--- src/rtl/ifetch_queue.sv ---
// Instruction prefetch queue: sequential byte fetch through the
// memory arbiter into a small FIFO, with redirect support.
module ifetch_queue #(
  parameter int          M_WIDTH   = 8,
  parameter int          DEPTH     = 4,
  parameter logic [1:0]  MEM_ACC_8 = 2'b00
) (
  input  logic               clk,
  input  logic               rst,
  input  logic               flush,
  input  logic [M_WIDTH-1:0] flush_pc,
  output logic               mem_req,
  output logic [M_WIDTH-1:0] mem_addr,
  output logic               mem_we,
  output logic [1:0]         mem_width,
  output logic [M_WIDTH-1:0] mem_wdata,
  input  logic               mem_ready,
  input  logic [M_WIDTH-1:0] mem_rdata,
  output logic [M_WIDTH-1:0] instr,
  output logic [M_WIDTH-1:0] instr_pc,
  output logic               instr_valid,
  input  logic               instr_ready
);

  localparam int AW = (DEPTH > 1) ? $clog2(DEPTH) : 1;
  localparam int CW = AW + 1;

  localparam logic [CW-1:0]      FULL   = CW'(DEPTH);
  localparam logic [CW-1:0]      C_ONE  = CW'(1);
  localparam logic [AW-1:0]      P_ONE  = AW'(1);
  localparam logic [M_WIDTH-1:0] PC_ONE = M_WIDTH'(1);

  localparam logic [1:0] S_IDLE = 2'd0;
  localparam logic [1:0] S_REQ  = 2'd1;
  localparam logic [1:0] S_REL  = 2'd2;

  logic [1:0]         r_state;
  logic               r_req;
  logic [M_WIDTH-1:0] r_addr;
  logic [M_WIDTH-1:0] r_pc;
  logic               r_discard;
  logic [AW-1:0]      r_wr;
  logic [AW-1:0]      r_rd;
  logic [CW-1:0]      r_cnt;
  logic [M_WIDTH-1:0] r_data [DEPTH];
  logic [M_WIDTH-1:0] r_tag  [DEPTH];

  logic w_nempty;
  logic w_issue;
  logic w_push;
  logic w_pop;

  assign w_nempty = (r_cnt != '0);
  assign w_issue  = (r_state == S_IDLE)
                 && (r_cnt < FULL)
                 && !flush;
  assign w_push   = (r_state == S_REQ)
                 && mem_ready
                 && !r_discard
                 && !flush;
  assign w_pop    = w_nempty
                 && instr_ready
                 && !flush;

  assign mem_req     = r_req;
  assign mem_addr    = r_addr;
  assign mem_we      = 1'b0;
  assign mem_width   = MEM_ACC_8;
  assign mem_wdata   = '0;
  assign instr_valid = w_nempty;
  assign instr       = w_nempty ? r_data[r_rd] : '0;
  assign instr_pc    = w_nempty ? r_tag[r_rd]  : '0;

  // Arbiter handshake: one request in flight, always run to completion.
  always_ff @(posedge clk or negedge rst) begin
    if (!rst) begin
      r_state   <= S_IDLE;
      r_req     <= 1'b0;
      r_addr    <= '0;
      r_discard <= 1'b0;
    end else begin
      case (r_state)
        S_IDLE: begin
          if (w_issue) begin
            r_req   <= 1'b1;
            r_addr  <= r_pc;
            r_state <= S_REQ;
          end
        end
        S_REQ: begin
          if (mem_ready) begin
            r_req     <= 1'b0;
            r_discard <= 1'b0;
            r_state   <= S_REL;
          end else if (flush) begin
            r_discard <= 1'b1;
          end
        end
        S_REL: begin
          if (!mem_ready) begin
            r_state <= S_IDLE;
          end
        end
        default: begin
          r_req   <= 1'b0;
          r_state <= S_IDLE;
        end
      endcase
    end
  end

  // Fetch PC: redirect wins, otherwise advance on each kept byte.
  always_ff @(posedge clk or negedge rst) begin
    if (!rst) begin
      r_pc <= '0;
    end else if (flush) begin
      r_pc <= flush_pc;
    end else if (w_push) begin
      r_pc <= r_pc + PC_ONE;
    end
  end

  // Queue pointers and occupancy; a redirect empties the queue.
  always_ff @(posedge clk or negedge rst) begin
    if (!rst) begin
      r_wr  <= '0;
      r_rd  <= '0;
      r_cnt <= '0;
    end else if (flush) begin
      r_rd  <= r_wr;
      r_cnt <= '0;
    end else begin
      if (w_push) begin
        r_wr <= r_wr + P_ONE;
      end
      if (w_pop) begin
        r_rd <= r_rd + P_ONE;
      end
      case ({w_push, w_pop})
        2'b10:   r_cnt <= r_cnt + C_ONE;
        2'b01:   r_cnt <= r_cnt - C_ONE;
        default: r_cnt <= r_cnt;
      endcase
    end
  end

  // Queue storage; reads are masked to zero while empty.
  always_ff @(posedge clk) begin
    if (w_push) begin
      r_data[r_wr] <= mem_rdata;
      r_tag[r_wr]  <= r_addr;
    end
  end

endmodule
--- config.mk ---
export PLATFORM = sky130hd
export DESIGN_NAME = ifetch_queue
export DESIGN_NICKNAME = d
export VERILOG_FILES = /design/src/rtl/ifetch_queue.sv
export SDC_FILE = /design/constraint.sdc
export NUM_CORES = 1
export LEC_CHECK = 0
export ABC_AREA = 1
export BUFFER_PORTS_ARGS = -buffer_cell sky130_fd_sc_hd__buf_2
export CAP_MARGIN = 30
export CORE_MARGIN = 5
export CORE_UTILIZATION = 50
export CTS_CLUSTER_SIZE = 10
export DETAILED_ROUTE_END_ITERATION = 16
export PLACE_DENSITY = 0.78
export SLEW_MARGIN = 5
export SYNTH_ARGS = -nofsm -noshare
export SYNTH_HDL_FRONTEND = slang
export SYNTH_SLANG_ARGS = --single-unit
--- constraint.sdc ---
create_clock -name clk -period 2 [get_ports clk]
set_input_delay 0.4 -clock clk [delete_from_list [all_inputs] [get_ports clk]]
set_output_delay 0.4 -clock clk [all_outputs]
set_load 0.1 [all_outputs]
==> flow_metrics.env <==
export IMPL_synth_seq_cells=91
export IMPL_synth_cell_types=30
export IMPL_final_core_util_pct=67.4
export IMPL_rsz0062_at_grt="yes"
export IMPL_cp_required_ps=1600
export IMPL_io_buffers=46
export IMPL_crit_type="flop to output port"
export IMPL_cts_root_buffer="clkbuf_8"
export IMPL_grt_overflow=0
export IMPL_synthTopCellsByArea="edfxtp_1 (48%), dfrtp_1 (17%), nor2_1 (7.7%)"
export IMPL_yosysSeqAreaShare_pct=65.4
export IMPL_cts_tree="yes"
export IMPL_yosysWarnings=0
export IMPL_cap_violations=0
export IMPL_synth_adder_area_share_pct=2.08
export IMPL_grt_pass1_vias=2793
export IMPL_dr_pass1_iters=4
export IMPL_wl_per_cell_um=16.0
export IMPL_dpl_worst_slack_ps=-53.0
export IMPL_syn_area_um2=3970
export IMPL_finalClockSkew_ps=7.94
export IMPL_cts_hold_buf=0
export IMPL_gp_congestion=0.829
export IMPL_cp_end_kind="output port"
export IMPL_place_hpwl_um=5390
export IMPL_io_pins=58
export IMPL_initial_core_util_pct=51.4
export IMPL_die_width_um=99.2
export IMPL_grt_usage_pct=18.1
export IMPL_clock_path_buffers=2
export IMPL_finalNetCount=459
export IMPL_synth_top_family_by_area="simple AND/OR/NAND/NOR gates"
export IMPL_cts_buffers=9
export IMPL_fin_area_um2=5200
export IMPL_syn_inst=371
export IMPL_post_dp_cell_area_um2=4780
export IMPL_drt_total_wl_um=8620
export IMPL_fmax_mhz=471
export IMPL_worstPathArrival_ps=1720
export IMPL_relSlewSlack_pct=59.7
export IMPL_rows=32
export IMPL_period_share_pct=106
export IMPL_synthSimpleGateAreaFrac_pct=15.2
export IMPL_synth_top_area_share_pct=48.4
export IMPL_reg2reg_depth=10
export IMPL_fill_cells=567
export IMPL_cts_clk_slew_worst_paths_ps=80
export IMPL_clkLatencyLatePin_ps=360
export IMPL_grt_max_degree=28
export IMPL_synth_xor_area_share_pct=1.10
export IMPL_fin_ws_ps=-123
export IMPL_final_min_clock_period_ps=2120
export IMPL_cp_start_kind="flop"
export IMPL_cts_max_level=3
export IMPL_finalSetupViolCount=16
export IMPL_grt_pass1_wl_um=13700
export IMPL_antenna_cells=0
export IMPL_dieArea_um2=9830
export IMPL_num_vias=2814
export IMPL_core_um2=7730
export IMPL_die_h_um=99.2
export IMPL_syn2layout_area_growth_pct=31.0
export IMPL_clock_sinks=91
export IMPL_drt_iter0_markers=201
export IMPL_synth_compound_area_share_pct=9.89
export IMPL_synth_top_cell_by_area="edfxtp_1"
export IMPL_crit_path_max_fanout=8
export IMPL_violations="setup timing"
export IMPL_status="finished, violations left"
export IMPL_tns_ps=-1540
export IMPL_syn_area_per_cell_um2=10.7
export IMPL_antenna_found_initial=0
export IMPL_drc=0
export IMPL_slew_viol_final=0
export IMPL_tightestPinTransition_ps=605
export IMPL_antenna_left=0
export IMPL_holdCritPathClass="input pin to asynchronous set/reset pin"
export IMPL_drive_above_1_share_pct=30.4
export IMPL_yosys_mux_area_fraction_pct=0
export IMPL_finalHoldViolCount=0
export IMPL_routed_via_density=5.22
-- synthesized netlist by cell type --
master     n
nor2_1    82
edfxtp_1  64
o21ai_0   42
nand2_1   40
dfrtp_1   27
inv_1     22
a21oi_1   19
nand3_1   14
buf_4     12
buf_2     10
ha_1       5
o211ai_1   5
xor2_1     4
inv_2      3
clkbuf_2   2
nand2_2    2
nand4_1    2
nor2_2     2
nor2_4     2
o21bai_1   2
a21boi_0   1
a31oi_1    1
clkbuf_1   1
conb_1     1
fa_1       1
nand3_4    1
o21ai_1    1
o221ai_1   1
o31ai_1    1
xnor2_1    1
-- final cells by class --
cell class | count | area, um^2 | area share [%]
Clock buffer | 9 | 124 | 2.38
Sequential cell | 91 | 2600 | 50.0
Timing Repair Buffer | 65 | 727 | 14.0
Inverter | 25 | 96.3 | 1.85
Multi-Input combinational cell | 240 | 1410 | 27.0
Clock inverter | 7 | 120 | 2.31
Tap cell | 102 | 128 | 2.45
-- timing repair --
action                                  in CTS  in global routing
setup buffers                                3                  1
endpoints found under the setup margin      17                 17
pin swaps                                    3                 14
cloned                                       1                  2
gates resized for setup                     46                 19
-- cells by family (layout without fill, tap and decap cells) --
family	count (synthesis)	in the layout
compound gates	73	73
xor+xnor	5	5
fa+ha+maj	6	6
buf+inv	50	106
flops	91	91
other cells	1	11
simple gates	145	145
-- state kept, by name, indices dropped and copies added (netlist names) --
signal     flops
r_data        32
r_tag         32
mem_addr       8
r_pc           8
r_cnt          3
r_rd           2
r_state        2
r_wr           2
mem_req        1
r_discard      1
-- layout by cell type, fill, tap and decap left out, types with 7 or more instances in the layout --
cell type,count
nor2_2,8
buf_2,30
nand2_1,39
nand3_1,14
nor2_1,73
o21ai_0,11
a21oi_4,12
o21ai_1,25
inv_1,19
o21ai_2,7
buf_12,22
buf_4,10
conb_1,11
edfxtp_1,64
dfrtp_1,22
clkbuf_8,9
-- final timing paths --
kind	from	endpoint	slack [ps]
worst max-delay path	r_rd[0]	instr_pc[4]	-120
worst min-delay path	rst	r_state[0]	40
worst max register to register	r_state[1]	r_cnt[2]	130
worst min register to register	mem_req	mem_req	520
max in group asynchronous	rst	r_rd[1]	1520
min in group clk	mem_rdata[1]	r_data[3][1]	250
-- per-stage QoR --
stage                     instances  hold WS (ps)
after detailed placement        516           448
after CTS                       536          57.5
after global routing            539          86.4
after global placement          516           432
after floorplan                 381           104
final                           539          43.1
-- per-layer routing --
layer | track usage, % | up-vias | routed length, um
met4 | 7.56 | 0 | 88
met2 | 31.7 | 89 | 4540
met3 | 2.52 | 8 | 575
li1 | - | 1360 | -
met5 | 0 | - | 0
met1 | 22.4 | 1357 | 3420
-- worst max-delay path, cell delays in order, from the launching register on --
cell,delay (ps)
dfrtp_2,530
clkbuf_16,220
nor2_1,50
nor2_1,90
o21ai_1,120
a21oi_4,170
buf_12,190
Power is not shown: default switching activity piles up to over one toggle a cycle in this logic, so the estimate is an artifact.
